[src/rtl/tic_tac_toe_pkg.sv]
// Shared constants and FSM encoding for the board-cell selection path.
// BLINK_HALF_DEFAULT is only consumed when CELL_BLINK_EN is defined.
package tic_tac_toe_pkg;

  localparam int unsigned N_CELLS            = 16;
  localparam int unsigned IDX_W              = 4;
  localparam int unsigned BLINK_HALF_DEFAULT = 12_500_000;

  typedef enum logic [1:0] {
    IDLE     = 2'd0,
    SELECTED = 2'd1,
    COMMIT   = 2'd2
  } state_e;

endpackage : tic_tac_toe_pkg

[src/rtl/decoder_4_16.sv]
// Combinational index-to-one-hot decoder: index k drives bit k.
module decoder_4_16
  import tic_tac_toe_pkg::*;
(
  input  logic [IDX_W-1:0]   i_idx,
  output logic [N_CELLS-1:0] o_onehot
);

  assign o_onehot = N_CELLS'(1) << i_idx;

endmodule : decoder_4_16

[src/rtl/cell_select_decoder.sv]
// Holds the selected board cell as a registered one-hot, rejects occupied cells and
// emits a one-cycle commit pulse. Optional blinking of the selection under CELL_BLINK_EN.
module cell_select_decoder
  import tic_tac_toe_pkg::*;
#(
  parameter int unsigned BLINK_HALF = BLINK_HALF_DEFAULT
) (
  input  logic               clk,
  input  logic               rst_n,
  input  logic [IDX_W-1:0]   idx_i,
  input  logic               idx_valid_i,
  output logic               idx_ready_o,
  input  logic [N_CELLS-1:0] occupied_i,
  input  logic               commit_i,
  input  logic               clear_i,
  output logic [N_CELLS-1:0] sel_onehot_o,
  output logic               sel_valid_o,
  output logic [N_CELLS-1:0] commit_onehot_o,
  output logic               commit_valid_o,
  output logic               reject_o
);

  state_e             r_state;
  state_e             w_state_nxt;
  logic [N_CELLS-1:0] w_idx_onehot;
  logic [N_CELLS-1:0] r_sel;
  logic [N_CELLS-1:0] w_sel_nxt;
  logic [N_CELLS-1:0] r_commit_onehot;
  logic [N_CELLS-1:0] w_commit_onehot_nxt;
  logic               r_commit_valid;
  logic               w_commit_valid_nxt;
  logic               r_reject;
  logic               w_reject_nxt;
  logic               w_idx_ready;
  logic               w_accept;
  logic               w_idx_occ;
  logic               w_sel_occ;

  decoder_4_16 u_decoder (
    .i_idx    (idx_i),
    .o_onehot (w_idx_onehot)
  );

  assign w_idx_occ = |(occupied_i & w_idx_onehot);
  assign w_sel_occ = |(occupied_i & r_sel);

  // NOTE: reset is synchronous, so it lives inside the clocked branch, not the sensitivity list.
  always_ff @(posedge clk) begin
    if (!rst_n) begin
      r_state <= IDLE;
    end else begin
      // NOTE: sequential state always uses <= so every flop samples pre-edge values.
      r_state <= w_state_nxt;
    end
  end

  // Ready drops in the same cycle a clear or commit wins, so a competing index is never taken.
  always_comb begin
    w_idx_ready = 1'b0;
    case (r_state)
      IDLE:     w_idx_ready = 1'b1;
      SELECTED: w_idx_ready = !clear_i && !commit_i;
      default:  w_idx_ready = 1'b0;
    endcase
  end

  assign w_accept = idx_valid_i && w_idx_ready;

  always_comb begin
    // NOTE: assigning a default first keeps every path covered and prevents latch inference.
    w_state_nxt = r_state;
    case (r_state)
      IDLE: begin
        if (w_accept && !w_idx_occ) w_state_nxt = SELECTED;
      end
      SELECTED: begin
        if (clear_i)                     w_state_nxt = IDLE;
        else if (commit_i && w_sel_occ)  w_state_nxt = IDLE;
        else if (commit_i)               w_state_nxt = COMMIT;
      end
      default: w_state_nxt = IDLE;
    endcase
  end

  always_comb begin
    w_sel_nxt           = r_sel;
    w_commit_onehot_nxt = '0;
    w_commit_valid_nxt  = 1'b0;
    w_reject_nxt        = w_accept && w_idx_occ;
    case (r_state)
      IDLE: begin
        if (w_accept && !w_idx_occ) w_sel_nxt = w_idx_onehot;
      end
      SELECTED: begin
        if (clear_i) begin
          w_sel_nxt = '0;
        end else if (commit_i) begin
          w_sel_nxt = '0;
          if (w_sel_occ) begin
            w_reject_nxt = 1'b1;
          end else begin
            w_commit_onehot_nxt = r_sel;
            w_commit_valid_nxt  = 1'b1;
          end
        end else if (w_accept && !w_idx_occ) begin
          w_sel_nxt = w_idx_onehot;
        end
      end
      default: w_sel_nxt = '0;
    endcase
  end

  always_ff @(posedge clk) begin
    if (!rst_n) begin
      r_sel           <= '0;
      r_commit_onehot <= '0;
      r_commit_valid  <= 1'b0;
      r_reject        <= 1'b0;
    end else begin
      r_sel           <= w_sel_nxt;
      r_commit_onehot <= w_commit_onehot_nxt;
      r_commit_valid  <= w_commit_valid_nxt;
      r_reject        <= w_reject_nxt;
    end
  end

  assign idx_ready_o     = w_idx_ready;
  assign sel_valid_o     = (r_state == SELECTED);
  assign commit_onehot_o = r_commit_onehot;
  assign commit_valid_o  = r_commit_valid;
  assign reject_o        = r_reject;

`ifdef CELL_BLINK_EN
  localparam int unsigned CNT_W = (BLINK_HALF > 1) ? $clog2(BLINK_HALF) : 1;

  logic [CNT_W-1:0] r_blink_cnt;
  logic             r_blink_on;

  // Each accepted index restarts the blink in its visible phase.
  always_ff @(posedge clk) begin
    if (!rst_n || w_accept || r_state != SELECTED) begin
      r_blink_cnt <= '0;
      r_blink_on  <= 1'b1;
    end else if (r_blink_cnt == CNT_W'(BLINK_HALF - 1)) begin
      r_blink_cnt <= '0;
      r_blink_on  <= !r_blink_on;
    end else begin
      r_blink_cnt <= r_blink_cnt + 1'b1;
    end
  end

  assign sel_onehot_o = r_sel & {N_CELLS{r_blink_on}};
`else
  logic w_unused_blink;
  assign w_unused_blink = (BLINK_HALF == 0);
  assign sel_onehot_o   = r_sel;
`endif

endmodule : cell_select_decoder
[config.mk]
export PLATFORM = sky130hd
export DESIGN_NAME = cell_select_decoder
export DESIGN_NICKNAME = d
export VERILOG_FILES = /design/src/rtl/tic_tac_toe_pkg.sv /design/src/rtl/decoder_4_16.sv /design/src/rtl/cell_select_decoder.sv
export SDC_FILE = /design/constraint.sdc
export NUM_CORES = 1
export LEC_CHECK = 0
export ABC_AREA = 1
export BUFFER_PORTS_ARGS = -buffer_cell sky130_fd_sc_hd__buf_2
export CAP_MARGIN = 20
export CORE_MARGIN = 2
export CORE_UTILIZATION = 53
export CTS_CLUSTER_SIZE = 40
export DETAILED_ROUTE_END_ITERATION = 7
export GPL_TIMING_DRIVEN = 0
export HOLD_SLACK_MARGIN = 0.15
export PLACE_DENSITY = 0.88
export SLEW_MARGIN = 30
export SYNTH_ARGS = -nofsm -noshare
export SYNTH_HDL_FRONTEND = slang
export SYNTH_SLANG_ARGS = --single-unit
[constraint.sdc]
create_clock -name clk -period 2.6 [get_ports clk]
set_clock_uncertainty 0.05 [all_clocks]
set_input_delay 0.39 -clock clk [delete_from_list [all_inputs] [get_ports clk]]
set_output_delay 0.39 -clock clk [all_outputs]
set_load 0.1 [all_outputs]
# Yosys cells after proc, flatten, opt, wreduce, memory -nomap -nowiden
# Cells that the tools add are included.
# W data, S select, Z words.
[word_totals] regBits=36 output_inout_bits=36 word_cells=43
[classes] n_eq_ne=3 shift=1 muxes=15 bitwise_logic=5 reduce_logical=14
[ops] operator="$mux W16" n=3
[ops] operator="$and A16 B16 Y16" n=2
[ops] operator="$pmux W16 S2" n=1
[ops] operator="$reduce_or A16 Y1" n=2
[ops] operator="$reduce_or A20 Y1" n=1
[ops] operator="$shl A1 B4 Y16 const A" n=1
[ops] operator="$mux W2" n=4
[ops] operator="$logic_and A1 B1 Y1" n=5
[ops] operator="$mux W1" n=5
[ops] operator="$ne A4 B3 Y1 const B" n=1
[ops] operator="$pmux W2 S2" n=1
[ops] operator="$reduce_or A4 Y1" n=1
[ops] operator="$logic_not A1 Y1" n=3
[ops] operator="$not A1 Y1" n=3
[ops] operator="$eq A2 B1 Y1 const B" n=1
[ops] operator="$logic_not A2 Y1" n=1
[ops] operator="$ne A2 B2 Y1 const B" n=1
[ops] operator="$pmux W1 S2" n=1
[ops] operator="$reduce_and A2 Y1" n=1

# Depth between registers and ports, before layout
[depth] depth_word=9 mapped_depth=11 depth_no_buf=10

# Cells and area by module
# From an unflattened synthesis, not the netlist that was laid out.
[unflattened] cells_unflattened=259 hier_area_um2=1644.1
[modules_own_cells] mod="cell_select_decoder" n_inst=1 cells_each=229 area_each_um2=1517.7
[modules_own_cells] mod="decoder_4_16" n_inst=1 cells_each=30 area_each_um2=126.4

# Worst setup path after synthesis
# Ideal clock, no wire load.
[synth_timing] path_type="register -> output" start="reg r_state[0]" end="out idx_ready_o" arrival_time_ps=2709 t_required_ps=2160 setup_slack_ps=-549 path_stages_with_launch=5 path_cell_list="dfxtp_1 > inv_2 > nor2_1 > a21oi_1 > inv_1"
[synth_via] elab_chain_cells=2 word_cells_on_any_way=3
[synth_lines] item="start, declared" line="cell_select_decoder.sv:23" source="state_e r_state;"
[synth_lines] item="start signal, assigned" line="cell_select_decoder.sv:53" source="r_state <= w_state_nxt;"
[synth_lines] item="$eq A2 B1 Y1"
[synth_lines] item="via sel_valid_o" line="cell_select_decoder.sv:17" source="output logic sel_valid_o,"
[synth_lines] item="$pmux W1 S2" line="cell_select_decoder.sv:60" source="case (r_state)"
[synth_lines] item="end, declared" line="cell_select_decoder.sv:12" source="output logic idx_ready_o,"
# The timed path passes the listed nets, and every way through them passes these cells.

# Worst setup path in the final report
[layout_timing] start="reg r_state[0]" end="out idx_ready_o"
[layout_via] elab_chain_cells=2 word_cells_on_any_way=3
[layout_lines] item="$eq A2 B1 Y1 / $logic_not A2 Y1 (equally long branches)" line="cell_select_decoder.sv:60"
[layout_lines] item="$pmux W1 S2 *" line="cell_select_decoder.sv:60"
# Mark *: on every way between the ends. The rest lies on a longest branch, timed or not.

==> impl_metrics.py <==
metrics = {
    "placed_design": {
        "place_hpwl_microns": 3290,
        "portBuffers": 60,
        "place_congestion": 0.888,
    },
    "finish": {
        "syn_to_final_growth_pct": 25.1,
        "fillers": 297,
        "layout_common_cells": "buf_2, nand2_1, nor2_1, dfxtp_1, nand3_1",
        "mostFrequentLayoutCell": "buf_2",
        "nNetsFinal": 340,
        "drive_above_1_share_pct": 30.1,
        "antenna_cells": 0,
    },
    "route": {
        "dr_total_vias": 1824,
        "routed-wl-met2_microns": 2140,
        "routed_wl_microns": 4260,
        "drc_errors": 0,
        "dr.pass1.iters": 4,
        "routed.top_layer": "met4",
        "drtIter0Drc": 97,
        "postRouteAntennaNets": 0,
        "wl_met3_microns": 216,
        "wl_per_cell_microns": 11.8,
        "wl_met1_microns": 1820,
        "avgViaCountPerCell": 5.07,
    },
    "logic_synthesis": {
        "syn_area_sq_um": 1730,
        "syn_area_per_cell_sq_um": 6.97,
        "synth_top_area_share_pct": 41.7,
        "yosysUniqueCellTypes": 21,
        "yosys_warnings": 0,
        "yosysTopAreaCell": "dfxtp_1",
        "syn_nets": 273,
        "ys_seq_area_share_pct": 41.7,
        "synth.area.top_cells": "dfxtp_1, nand2_1, nand3_1, nor2_1, a21oi_1",
        "synth_seq_cells": 36,
        "syn_inst": 248,
    },
    "global_route": {
        "grt_util_all_layers_pct": 25.8,
        "grt_pass1_vias": 1609,
        "gr-total-overflow": 0,
        "grt_start_max_net_pins": 12,
        "grt_pass1_wl_microns": 7120,
        "antenna_found_initial": 0,
    },
    "setup_path": {
        "setup.worst_path.start_class": "flip-flop",
        "reg2reg_depth": 8,
        "cp_num_buf_inv": 3,
        "crit_family": "buffers and inverters",
        "crit_slowest_cell": "buf_2",
        "r2r_slack_ps": 770,
        "path_cells": "inv_2 -> nor2_2 -> a21oi_1 -> inv_1 -> buf_2",
        "critPathKind": "flip-flop to output pin",
        "cp_max_fo": 3,
        "slowest_delay_ps": 430,
        "endpoint_kind": "output pin",
        "worstReg2RegStart": "sel_onehot_o[13]$_SDFF_PN0_",
        "crit_required_ps": 2160,
        "crit_arrival_ps": 1540,
        "r2r_end": "commit_onehot_o[4]$_SDFF_PP0_",
    },
    "cts": {
        "clock_latency_ps": 340,
        "cts_max_level": 2,
        "cts_tree": "yes",
        "cts_buffers": 5,
        "clockBufferDepth": 2,
        "holdBufCountCts": 0,
        "ctsResizeCount": 0,
        "cts-root-buf": "clkbuf_4",
        "post_cts.repair.setup_buffers": 0,
        "path_clk_slew_ps": 110,
        "clock_sinks": 36,
    },
    "sta": {
        "worst_pin_slew_ps": 494,
        "fin_crit_ps": 1980,
        "fmax_mhz": 505,
        "hold_violations": 0,
        "fin_crit_sh_pct": 76.1,
        "slew_headroom_pct": 67.3,
        "rsz0062_at_grt": "no",
        "setup_tns_ps": 0,
        "setup_violations": 0,
        "finalMaxSlewViolations": 0,
    },
    "die": {
        "fp.dieArea_sq_um": 3740,
        "io_pins": 61,
        "fp.dieH_microns": 61.1,
        "start_util_pct": 56.2,
        "placeableCoreArea_sq_um": 3080,
        "die_w_microns": 61.1,
        "rows": 20,
    },
    "pwr": {
        "totalPowerFinal_mw": 1.52,
        "clockPowerShare_pct": 24.9,
        "p_sw_mw": 0.614,
        "p_sw_share_pct": 40.3,
        "ir_drop_v": 0.000377,
        "sequentialPowerShare_pct": 40.0,
        "leakagePower_nw": 1.06,
        "combPwrFrac_pct": 35.1,
        "power_density_nw_per_um2": 704,
        "p_int_mw": 0.908,
    },
    "worst_hold_path": {
        "min_to": "r_state[0]$_SDFFE_PN0P_",
        "min_delay_path_depth": 3,
        "min_path_type": "input pin to flip-flop",
        "min-delay-start": "rst_n",
    },
    "job": {
        "drv_cap": 0,
    },
    "run_status": {
        "status": "complete, no violations",
    },
}
-- per-layer routing --
layer  GRT usage (%)  vias up
li1                -      936
met4            9.01        0
met2            43.3       50
met1            33.1      829
met5               0        -
met3            5.04        9
-- layout make-up --
type                       count  area, sq um  share of cell area, %
buffer                        12         81.3                   3.76
clock buffer                   6         41.3                   1.91
clock inverter                 2         35.0                   1.62
inverter                      29          109                   5.03
multi-input combinational    171          821                   37.9
sequential                    36          721                   33.3
tap                           44         55.1                   2.54
timing repair buffer          60          300                   13.9
-- worst max path at each step --
stage,from,to,slack (ps),depth (start not counted)
global route,r_state[0]$_SDFFE_PN0P_,idx_ready_o,510,5
finish,r_state[0]$_SDFFE_PN0P_,idx_ready_o,620,5
CTS,r_state[0]$_SDFFE_PN0P_,idx_ready_o,600,5
global placement,occupied_i[11],commit_onehot_o[0]$_SDFF_PP0_,650,9
detailed placement,occupied_i[11],commit_onehot_o[4]$_SDFF_PP0_,590,9
floorplan,r_state[0]$_SDFFE_PN0P_,idx_ready_o,30,4
-- tightest hold or removal path, stage by stage --
cell     delay, ps
buf_2          110
inv_1           90
a21oi_2         40
-- registers in the layout, indices dropped and copies added (netlist names) --
register	flops
sel_onehot_o	16
commit_onehot_o	16
commit_valid_o	1
r_state	2
reject_o	1
-- synth_stat cells (all sizes together) --
cell type,instances
a211oi,2
a21oi,20
a22o,1
buf,9
clkbuf,3
dfxtp,36
inv,29
nand2,48
nand3,34
nand4,12
nor2,48
nor3,2
o21ai,4
-- metrics by stage --
stage                     std cells  hold slack [ps]  util (%)  cell area [sq um]  setup slack [ps]
after floorplan                 248              477         -               1730              25.1
after global placement          352              391      67.8               2090               645
after detailed placement        352              401      67.8               2090               586
after CTS                       360              262      70.3               2160               604
after global routing            360              281      70.3               2160               510
final                           360              267      70.3               2160               620
-- power groups by stage --
stage	combinational, mW	clock [mW]	sequential (mW)
2_1_floorplan	0.224	0	0.827
3_3_place_gp	0.527	0	0.620
3_5_place_dp	0.531	0	0.621
4_1_cts	0.533	0.386	0.609
5_1_grt	0.576	0.412	0.614
6_report	0.535	0.379	0.609
-- logic make-up after synthesis --
| logic type | count (synthesis) | synth area share [%] |
|---|---|---|
| buffers and inverters | 41 | 11.0 |
| AND/OR/NAND/NOR | 144 | 38.6 |
| flip-flops | 36 | 41.7 |
| AO/OA/AOI/OAI | 27 | 8.76 |
Note: power is estimated with default switching activity, not from simulation.
